--- config.mk ---
export PLATFORM = sky130hd
export DESIGN_NAME = stage_evaluator
export DESIGN_NICKNAME = d
export VERILOG_FILES = /design/src/rtl/stage_evaluator.sv
export SDC_FILE = /design/constraint.sdc
export NUM_CORES = 1
export LEC_CHECK = 0
export CAP_MARGIN = 20
export CORE_ASPECT_RATIO = 0.6
export CORE_MARGIN = 10
export CORE_UTILIZATION = 45
export DETAILED_ROUTE_END_ITERATION = 8
export PLACE_DENSITY = 0.72
export SYNTH_ARGS = -nofsm -noshare
export SYNTH_HDL_FRONTEND = slang
export SYNTH_SLANG_ARGS = --single-unit
--- constraint.sdc ---
create_clock -name clk -period 6.7 [get_ports clk]
set_clock_uncertainty 0.05 [all_clocks]
set_input_delay 1.675 -clock clk [delete_from_list [all_inputs] [get_ports clk]]
set_output_delay 1.675 -clock clk [all_outputs]
set_load 0.02 [all_outputs]
--- src/rtl/stage_evaluator.sv ---
// Cascade-stage evaluator: walks one stage record in the stage ROM, launches
// feature_calculator per feature, and accumulates saturating weak-classifier votes.
module stage_evaluator #(
    parameter int DATA_WIDTH       = 32,
    parameter int FIXED_POINT_FRAC = 16,
    parameter int ADDR_WIDTH       = 17
) (
    input  logic                         clk,
    input  logic                         rst_n,
    input  logic                         start,
    input  logic [ADDR_WIDTH-1:0]        stage_addr,
    input  logic [7:0]                   window_x,
    input  logic [7:0]                   window_y,
    input  logic [7:0]                   window_scale,
    output logic [ADDR_WIDTH-1:0]        stage_rom_addr,
    input  logic [DATA_WIDTH-1:0]        stage_rom_data,
    output logic                         fc_start,
    output logic [11:0]                  fc_feature_index,
    output logic [7:0]                   fc_window_x,
    output logic [7:0]                   fc_window_y,
    output logic [7:0]                   fc_window_scale,
    input  logic signed [DATA_WIDTH-1:0] fc_feature_value,
    input  logic                         fc_done,
    output logic                         busy,
    output logic                         done,
    output logic                         stage_pass,
    output logic signed [DATA_WIDTH-1:0] stage_sum
);
    // Q-format is informational only; all arithmetic treats words as raw signed integers.
    if (FIXED_POINT_FRAC >= DATA_WIDTH) begin : g_frac_out_of_range
    end

    localparam logic signed [DATA_WIDTH-1:0] SUM_MAX = {1'b0, {(DATA_WIDTH-1){1'b1}}};
    localparam logic signed [DATA_WIDTH-1:0] SUM_MIN = {1'b1, {(DATA_WIDTH-1){1'b0}}};

    typedef enum logic [2:0] {S_IDLE, S_HDR, S_THR, S_NODE, S_WAIT_FC, S_DONE} state_t;

    state_t                       state, state_nxt;
    logic [1:0]                   step;
    logic [7:0]                   num_feat, feat_cnt;
    logic signed [DATA_WIDTH-1:0] stage_thr, node_thr, left_val, right_val;
    logic signed [DATA_WIDTH-1:0] vote, sum_sat;
    logic signed [DATA_WIDTH:0]   sum_ext;
    logic                         last_feat;

    assign last_feat = (feat_cnt == num_feat - 8'd1);

    always_ff @(posedge clk or negedge rst_n) begin
        if (!rst_n) state <= S_IDLE;
        else        state <= state_nxt;
    end

    always_comb begin
        state_nxt = state;
        vote      = (fc_feature_value < node_thr) ? left_val : right_val;
        sum_ext   = {stage_sum[DATA_WIDTH-1], stage_sum} + {vote[DATA_WIDTH-1], vote};
        sum_sat   = sum_ext[DATA_WIDTH-1:0];
        // Overflow shows up as disagreement between the extra sign bit and the result sign.
        if (sum_ext[DATA_WIDTH] != sum_ext[DATA_WIDTH-1])
            sum_sat = sum_ext[DATA_WIDTH] ? SUM_MIN : SUM_MAX;
        case (state)
            S_IDLE:    if (start) state_nxt = S_HDR;
            S_HDR:     state_nxt = S_THR;
            S_THR:     state_nxt = (num_feat == 8'd0) ? S_DONE : S_NODE;
            S_NODE:    if (step == 2'd3) state_nxt = S_WAIT_FC;
            S_WAIT_FC: if (fc_done) state_nxt = last_feat ? S_DONE : S_NODE;
            S_DONE:    state_nxt = S_IDLE;
            default:   state_nxt = S_IDLE;
        endcase
    end

    always_ff @(posedge clk or negedge rst_n) begin
        if (!rst_n) begin
            stage_rom_addr   <= '0;
            fc_start         <= 1'b0;
            fc_feature_index <= '0;
            fc_window_x      <= '0;
            fc_window_y      <= '0;
            fc_window_scale  <= '0;
            busy             <= 1'b0;
            done             <= 1'b0;
            stage_pass       <= 1'b0;
            stage_sum        <= '0;
            step             <= '0;
            num_feat         <= '0;
            feat_cnt         <= '0;
            stage_thr        <= '0;
            node_thr         <= '0;
            left_val         <= '0;
            right_val        <= '0;
        end else begin
            fc_start <= 1'b0;
            done     <= 1'b0;
            case (state)
                S_IDLE: if (start) begin
                    fc_window_x     <= window_x;
                    fc_window_y     <= window_y;
                    fc_window_scale <= window_scale;
                    stage_sum       <= '0;
                    stage_pass      <= 1'b0;
                    feat_cnt        <= '0;
                    stage_rom_addr  <= stage_addr;
                    busy            <= 1'b1;
                end
                S_HDR: begin
                    num_feat       <= stage_rom_data[7:0];
                    stage_rom_addr <= stage_rom_addr + ADDR_WIDTH'(1);
                end
                S_THR: begin
                    stage_thr      <= stage_rom_data;
                    stage_rom_addr <= stage_rom_addr + ADDR_WIDTH'(1);
                    step           <= '0;
                end
                S_NODE: begin
                    case (step)
                        2'd0: fc_feature_index <= stage_rom_data[11:0];
                        2'd1: node_thr         <= stage_rom_data;
                        2'd2: left_val         <= stage_rom_data;
                        default: begin
                            right_val <= stage_rom_data;
                            fc_start  <= 1'b1;
                        end
                    endcase
                    step           <= step + 2'd1;
                    stage_rom_addr <= stage_rom_addr + ADDR_WIDTH'(1);
                end
                S_WAIT_FC: if (fc_done) begin
                    stage_sum <= sum_sat;
                    feat_cnt  <= feat_cnt + 8'd1;
                end
                S_DONE: begin
                    stage_pass <= (stage_sum >= stage_thr);
                    done       <= 1'b1;
                    busy       <= 1'b0;
                end
                default: ;
            endcase
        end
    end
endmodule
After elaboration in Yosys (flattened, before gate mapping)
Index checks and enable logic that the tools add are counted.

Add/subtract/negate cells: 5. $lt $le $gt $ge: 2. Equal/unequal tests: 13. Mux-type cells: 25. Bitwise logic cells: 1. Reduce and logical (&&, ||, !) cells: 18.

Operator list (count): 2-to-1 mux 32 bit (5); one-hot mux 32 bit (2 select lines) (1); one-hot mux 17 bit (2 select lines) (1); adder 32 x 32 -> 33 bit (1); >= comparator 32 bit (1); < comparator 32 bit (1); adder 17 x 1 -> 17 bit (second input constant) (1); 2-to-1 mux 17 bit (1); 2-to-1 mux 8 bit (2); one-hot mux 8 bit (2 select lines) (1); 2-to-1 mux 3 bit (5); one-hot mux 3 bit (5 select lines) (1); AND reduction 2 bit (7); adder 8 x 1 -> 8 bit (second input constant) (1); == test 8 bit (1); logical NOT 8 bit (1); nonzero test 2 bit (4); subtractor 8 x 1 -> 8 bit (second input constant) (1); == test 3 x 2 -> 1 bit (second input constant) (2); == test 3 bit (second input constant) (2); != test 2 bit (second input constant) (3); AND reduction 3 bit (2); OR reduction 3 bit (2); 2-to-1 mux 1 bit (5); other kinds (10) (12).

Flip-flop bits (word level): 238. Input bits: 109. Word-level logic and storage cells: 82.

Logic depth before layout (Yosys ltp)
Gate-level depths: netlist (run 1).

Depth after elaboration: 7. Mapped depth: 23.

Least setup slack after synthesis (run 1)
Ideal clock, no wire load.

Path kind: input to register. Start point: input port fc_feature_value[17]. End point: register stage_sum[1]. Setup time: 0.126 ns. Data arrival time: 6.200 ns. Setup slack: 0.324 ns. Stages on the path: 19. Path buffers: 2. Cell sequence: ha_1 -> a21o_1 -> a21o_1 -> a21o_1 -> a21o_1 -> a211o_1 -> a211o_1 -> o221ai_2 -> buf_4 -> mux2_2 -> ha_1 -> o211ai_1 -> o211ai_1 -> or4b_1 -> a31oi_1 -> o21ai_1 -> o31a_1 -> buf_6 -> a221o_1.

Longest elaborated chain between the ends: 7. Elaborated cells on any way between the ends: 8.

Ends and longest elaborated chain: start: declaration (line 22) `input logic signed [DATA_WIDTH-1:0] fc_feature_value,`; < comparator 32 bit (*) (line 55) `vote = (fc_feature_value < node_thr) ? left_val : right_val;`; 2-to-1 mux 32 bit (*) (line 55); adder 32 x 32 -> 33 bit (*) (line 56) `sum_ext = {stage_sum[DATA_WIDTH-1], stage_sum} + {vote[DATA_WIDTH-1], vote};`; 2-to-1 mux 32 bit / != test 1 bit (equally long branches) (line 60, 59); 2-to-1 mux 32 bit (*) (line 59) `if (sum_ext[DATA_WIDTH] != sum_ext[DATA_WIDTH-1])`; 2-to-1 mux 32 bit (*) (line 127) `S_WAIT_FC: if (fc_done) begin`; one-hot mux 32 bit (2 select lines) (*) (line 94) `case (state)`; end signal: assignment (line 128) `stage_sum <= sum_sat;`; end: declaration (line 27) `output logic signed [DATA_WIDTH-1:0] stage_sum`.

Every way passes the cells marked *; elsewhere a longest branch is shown, timed or not. The select of a mux whose other input is x is not followed. A chain may end at the register's enable or synchronous reset.

Final worst setup path (run 1)
Start point: input port fc_feature_value[25]. End point: register stage_sum[0].

Same word-level chain as after synthesis.

==> results.cfg, run 1 <==
[timing]
setup_viol = 0
period_needed_ns = 6.560
worst_slew_pin_slew_ns = 0.7966
period_share_pct = 97.91
maxSlewViolCount = 0
rsz0062_at_grt = false
relSlewSlack_pct = 46.48
clock.fmax_ghz = 0.1524
hold_viol = 0

[power_and_ir_drop]
comb_power_share_pct = 57.2
switching_share_pct = 39.54
finalPower_mw = 9.434
p_switching_mw = 3.731
p_per_area_nw_per_um2 = 539.8
seqPwrFrac_pct = 27.0
p_leak_nw = 8.118
p_int_mw = 5.704
clock_power_share_pct = 15.8
ir_drop_mv = 0.2466

[drt]
wl_per_cell_um = 19.60
drtAntennaViolNets = 0
dr.pass1.iters = 5
routed_wl_um = 38270
vias = 10710
drc = 0
viasPerCell = 5.484
drt-initial-drc-count = 880

[layout]
multi_input_area_um2 = 6868
seq_area_um2 = 5956
stdcell_count = 1953
final_net_count = 1773
fill_cells = 2390
drive_above_1_share_pct = 21.37
area_growth_pct = 32.62

[placed_design]
place_congestion = 0.9124
portBuffers = 197
post-dp-hpwl_um = 27970
place_inst = 1900

[synthesis]
yosysSeqAreaShare_pct = 45.19
synth_edf_count = 0
syn_nets = 1477
avgSynthCellArea_um2 = 10.43
ys_warn_count = 0
synth_cells = 1264
mappedNetlistArea_um2 = 13180
synthArstFlopShare_pct = 100.0
synth_cell_types = 58
yosys_register_bits = 238
synth_ff_type = dfrtp_1

[outcome]
status = complete, no violations

[die]
die_h_um = 152.6
die_area_um2 = 36760
rows = 48
core_um2 = 28830
die_x_um = 240.9
start_util_pct = 45.72
ios = 198

[worst_setup_path]
crit_fanout = 11
cp-start-kind = input port
cp.required_ns = 7.07
endpoint_kind = flip-flop
worstPathArrival_ns = 6.93
crit_type = input port to flip-flop

[clock_tree]
clkSinkCount = 238
cts_buffers = 24
ctsRootBufferMaster = clkbuf_16
clk_pin_slew_ns = 0.06
cts_tree = done
clock_tree.htree_level_count = 1
clkLatencyLatePin_ns = 0.54
cts_buffer_depth = 3

[job]
maxCapViolCount = 0

[grt]
antenna_found_initial = 1
grt_usage_pct = 20.14
grt_pass1_wl_um = 60220
grt_max_degree = 144
grt_pass1_vias = 10892
grt_overflow = 0

[worst_hold_path]
hold_class = flip-flop to flip-flop
[logic make-up after synthesis]
family / share of synthesized area, %
adders and majority gates: 9.931
AOI/OAI and AO/OA: 13.74
buffers and inverters: 4.139
DFF: 45.19
muxes: 12.86
xor gates and xnor gates: 2.924
and+or+nand+nor: 11.21
[metrics by stage]
stage	worst slack [ns]	hold slack, ns	utilization [%]	area [um^2]	TNS (ns)
final	0.1401	0.4229	60.63	17480	0
after global routing	0.03189	0.4535	60.62	17480	0
after CTS	0.03151	0.4273	59.54	17170	0
after detailed placement	-0.4588	0.4116	56.51	16290	-13.77
after global placement	-0.3691	0.4075	56.51	16290	-10.84
after floorplan	0.3242	0.4219	-	13180	0
[final timing paths]
check                                            from                               to  slack [ns]  cells after the start
setup reg to reg             node_thr[17]$_DFFE_PN0P_         stage_sum[0]$_DFFE_PN0P_        1.20                     22
hold / removal             fc_window_y[5]$_DFFE_PN0P_       fc_window_y[5]$_DFFE_PN0P_        0.42                      2
max in group asynchronous                       rst_n         node_thr[25]$_DFFE_PN0P_        4.24                      2
min in group asynchronous                       rst_n  fc_feature_index[5]$_DFFE_PN0P_        1.10                      1
hold reg to reg            fc_window_y[5]$_DFFE_PN0P_       fc_window_y[5]$_DFFE_PN0P_        0.42                      2
setup / recovery                 fc_feature_value[25]         stage_sum[0]$_DFFE_PN0P_        0.14                     22
[sequential cells by signal (all words and copies together), names as in the netlist, 2 cells and up]
signal	count
stage_thr	32
num_feat	8
fc_window_x	8
stage_sum	32
node_thr	32
right_val	32
fc_feature_index	12
fc_window_y	8
feat_cnt	8
step	2
left_val	32
state	3
stage_rom_addr	17
fc_window_scale	8
[layer usage]
| layer | vias up | share of wire [%] | routed length [um] | track usage, % |
|---|---|---|---|---|
| met1 | 5240 | 48 | 18490 | 29.38 |
| met4 | 0 | 1.3 | 505 | 3.221 |
| met2 | 304 | 43 | 16360 | 29.64 |
| met3 | 38 | 7.6 | 2914 | 5.257 |
| met5 | - | 0 | 0 | 0 |
| li1 | 5128 | - | - | - |
[cell usage in the layout, fill, tap and decap left out, types with 5 or more instances in the layout]
master and instances:
or4_1 5, o21a_1 9, o211ai_1 7, nor2_1 50, ha_1 99, a21oi_2 5, nand2b_1 11, inv_1 81
nand2_1 159, o21ai_0 72, xnor2_1 23, a311oi_1 8, a211oi_1 10, a21o_1 30, clkdlybuf4s50_1 195, clkbuf_16 28
nor3_1 19, clkbuf_8 7, buf_4 113, and3_1 6, nand4_1 18, nor2b_1 10, dfrtp_1 238, nand3_1 19
or3_1 5, a221o_1 33, mux2_2 142, a31oi_1 8, o21ai_1 5, xor2_1 21, a21oi_1 53
[cell usage after synthesis (all sizes together), types with 4 or more instances]
cell,number,area share (%)
a211o,4,0.27
a211oi,12,0.68
a21o,30,1.7
a21oi,58,2.2
a221o,33,2.5
a311oi,8,0.53
a31oi,9,0.43
and2,4,0.19
and3,6,0.28
buf,20,1.0
clkbuf,29,0.84
dfrtp,238,45
ha,103,9.8
inv,81,2.3
mux2,147,13
mux2i,4,0.30
nand2,159,4.5
nand2b,11,0.52
nand3,19,0.72
nand4,18,0.85
nor2,53,1.5
nor2b,10,0.47
nor3,20,0.76
o211ai,7,0.40
o21a,9,0.51
o21ai,78,3.0
o21bai,4,0.23
or2,4,0.19
or3,5,0.24
or4,5,0.28
xnor2,23,1.5
xor2,21,1.4
[power groups by stage]
stage          clock network [mW]  registers, mW  logic [mW]
3_5_place_dp                    0           2.55        5.06
5_1_grt                      1.59           2.63        5.93
4_1_cts                      1.53           2.54        5.11
3_3_place_gp                    0           2.52        4.95
2_1_floorplan                   0           2.67        2.88
6_report                     1.49           2.55        5.40
[area by class of cell]
| class | count | area share, % |
|---|---|---|
| timing repair buffer | 319 | 17.20 |
| multi-input combinational | 896 | 39.29 |
| inverter | 81 | 1.740 |
| sequential | 238 | 34.08 |
| antenna | 1 | 0.01432 |
| tap | 375 | 2.685 |
| clock inverter | 8 | 0.8018 |
| clock buffer | 35 | 4.195 |
[worst max-delay path, stage by stage]
cell	delay, ns
clkdlybuf4s50_1	0.40
ha_1	0.31
a21o_1	0.18
a21o_1	0.16
a21o_1	0.17
a21oi_1	0.15
o21ai_0	0.17
a211o_1	0.34
o221ai_4	0.22
buf_12	0.16
buf_12	0.14
buf_4	0.13
mux2_2	0.35
ha_4	0.27
a211oi_2	0.07
o211ai_1	0.29
or4b_4	0.54
a31oi_4	0.22
o21ai_4	0.11
o31a_1	0.30
buf_4	0.20
a221o_1	0.35
[repair_timing]
| action | CTS | global route |
|---|---|---|
| setup endpoints to repair | 2 | 31 |
| pin swaps | 0 | 11 |
| hold buffers | 0 | 0 |
| resized for setup | 1 | 37 |
| setup buffers | 0 | 6 |
| gates cloned | 0 | 3 |
Note: power is estimated with default switching activity, not from simulation.
==> run 2, diff against run 1 <==
CORE_MARGIN = default   (was 10)
SKIP_LAST_GASP = 1   (was default)
==> run 2 against run 1 <==
  * Combinational power shrank 2%
  * Utilization down 0.86 points
  * Register-to-register slack gained 0.14 ns
  * Via count fell by 0.61%
  * Sequential cell count did not move
  * Total power fell by 2.5%
  * Count of clock-buffer cells in the layout grew 4
  * Worst setup slack gained 0.026 ns
  * Critical path depth stayed put
  * Global-route usage up 3.3 points
  * Critical endpoint unchanged
  * Largest cell class unchanged
  * Largest power group unchanged
  * Highest routed layer unchanged
==> results.cfg, run 2 (same netlist as run 1, synthesis figures left out) <==
[clock_tree]
clkSinkCount = 238
clk_pin_slew_ns = 0.06
ctsRootBufferMaster = clkbuf_16
clock_tree.htree_level_count = 1
cts_tree = done
cts_buffers = 24
clkLatencyLatePin_ns = 0.54
cts_hold_repair.buffers = 0
cts_buffer_depth = 3

[worst_setup_path]
crit_path_top_delay_cell = clkdlybuf4s50_1
reg2reg_from = node_thr[17]$_DFFE_PN0P_
max_stage_delay_ns = 0.40
r2r-end = stage_sum[0]$_DFFE_PN0P_
cp.required_ns = 7.06
r2r_setup_slack_ns = 1.34
crit_chain = clkdlybuf4s50_1 > ha_1 > a21o_1 > a21o_1 > a21o_1 > a21o_1 > a211o_1 > a211o_1 > o221ai_4 > buf_12 > buf_12 > mux2_2 > ha_1 > a21oi_1 > o21ai_0 > a21o_1 > a221o_1 > o21ai_2 > a2111oi_2 > a41o_2 > buf_4 > a221o_1
crit_fanout = 17
critPathMostFrequentCell = a21o_1
reg2regPathDepth = 22
crit_type = input port to flip-flop
endpoint_kind = flip-flop
worstSetupPathDepth = 22
crit_buf_inv = 4
critical-path-top-delay-family = compound AO/OA/AOI/OAI gates
cp-start-kind = input port
worstPathArrival_ns = 6.89

[power_and_ir_drop]
finalPower_mw = 9.194
switching_share_pct = 39.44
p_leak_nw = 8.026
p_per_area_nw_per_um2 = 534.7
ir_drop_mv = 0.2213
p_int_mw = 5.568
seqPwrFrac_pct = 27.6
comb_power_share_pct = 57.5
p_switching_mw = 3.627
clock_power_share_pct = 14.9

[worst_hold_path]
hold_depth = 2
hold_class = flip-flop to flip-flop
min-delay-start = fc_window_y[2]$_DFFE_PN0P_
min_to = fc_window_y[2]$_DFFE_PN0P_

[grt]
antenna_found_initial = 0
grt_use_met2_pct = 32.66
grt_usage_pct = 23.40
grt_pass1_wl_um = 56010
grt_pass1_vias = 10383
grt_overflow = 0
gr-max-usage-layer = met1
use_met1_pct = 36.84
use_met3_pct = 4.721
grt_max_degree = 123

[drt]
routed_wl_um = 35400
wl_per_cell_um = 18.20
vias = 10645
drtAntennaViolNets = 0
viasPerCell = 5.473
dr.pass1.iters = 5
drt-initial-drc-count = 838
drc = 0

[layout]
n_antenna_cell = 0
drive_above_1_share_pct = 20.13
final_cell_mix = 238 x dfrtp_1, 196 x clkdlybuf4s50_1, 158 x nand2_1
final_common_cell = dfrtp_1
stdcell_count = 1945
area_growth_pct = 30.47
final_net_count = 1766
utilization_pct = 59.77
fill_cells = 2409

[die]
die_h_um = 134.6
die_area_um2 = 30000
start_util_pct = 45.81
core_um2 = 28770
rows = 48
die_x_um = 222.9
ios = 198

[timing]
relSlewSlack_pct = 35.38
timing.hold.ws_ns = 0.4237
setup_viol = 0
maxSlewViolCount = 0
clock.fmax_ghz = 0.1530
hold_viol = 0
worst_slew_pin_slew_ns = 0.9659
period_share_pct = 97.52
rsz0062_at_grt = true
setup_tns_ns = 0
period_needed_ns = 6.534

[placed_design]
portBuffers = 197
place_congestion = 0.9174
post-dp-hpwl_um = 26100
place_inst = 1899

[job]
maxCapViolCount = 0

[outcome]
status = complete, no violations
[run 2: changes by cell type in the layout (fill, tap and decap cells not counted), sizes merged]
cell           change
buf                -5
bufinv             -3
clkbuf             +2
clkdlybuf4s50      +1
clkinv             -2
clkinvlp           +1
diode              -1
dlymetal6s2s       -1
[run 2: layout make-up]
cell class,count,area (um^2),area share (%)
multi-input combinational,896,6768,39.36
sequential,238,5956,34.64
timing repair buffer,312,2912,16.93
clock buffer,39,738.2,4.293
tap,375,469.2,2.729
inverter,81,304.0,1.768
clock inverter,4,47.55,0.2765
[run 2: power groups by stage]
stage / Combinational [mW] / Sequential [mW] / Clock, mW
5_1_grt: 5.77 / 2.62 / 1.45
6_report: 5.29 / 2.54 / 1.37
2_1_floorplan: 2.88 / 2.67 / 0
3_3_place_gp: 4.98 / 2.52 / 0
3_5_place_dp: 5.10 / 2.55 / 0
4_1_cts: 5.13 / 2.53 / 1.40
[run 2: tightest hold or removal path, delay by kind of cell (launching register included)]
kind | cells | cell delay [ns]
flip-flops | 1 | 0.34
AND/OR/NAND/NOR | 2 | 0.11
[run 2: stage by stage]
stage	setup WS, ns	instance area [um^2]
2_1_floorplan	0.3242	13180
3_3_place_gp	-0.4482	16270
3_5_place_dp	-0.5076	16270
4_1_cts	0.03137	17060
5_1_grt	-0.01083	17190
6_report	0.1658	17190
[run 2: metal layers]
metal / part of all wire (%) / vias to the layer above / wire, um
li1: - / 5117 / -
met1: 51 / 5168 / 18170
met5: 0 / - / 0
met3: 6.8 / 39 / 2390
met2: 40 / 321 / 14280
met4: 1.6 / 0 / 556
[run 2: repair_timing]
item / CTS / global route
resized for setup: 0 / 21
buffers inserted: 0 / 2
setup endpoints to repair: 0 / 31
[run 2: worst max path at each step]
stage | from | slack (ns) | to
after CTS | fc_feature_value[17] | 0.03 | stage_sum[0]$_DFFE_PN0P_
after detailed placement | fc_feature_value[17] | -0.51 | stage_sum[25]$_DFFE_PN0P_
after global routing | fc_feature_value[17] | -0.01 | stage_sum[25]$_DFFE_PN0P_
after floorplan | fc_feature_value[17] | 0.32 | stage_sum[1]$_DFFE_PN0P_
final | fc_feature_value[17] | 0.17 | stage_sum[0]$_DFFE_PN0P_
after global placement | fc_feature_value[17] | -0.45 | stage_sum[23]$_DFFE_PN0P_
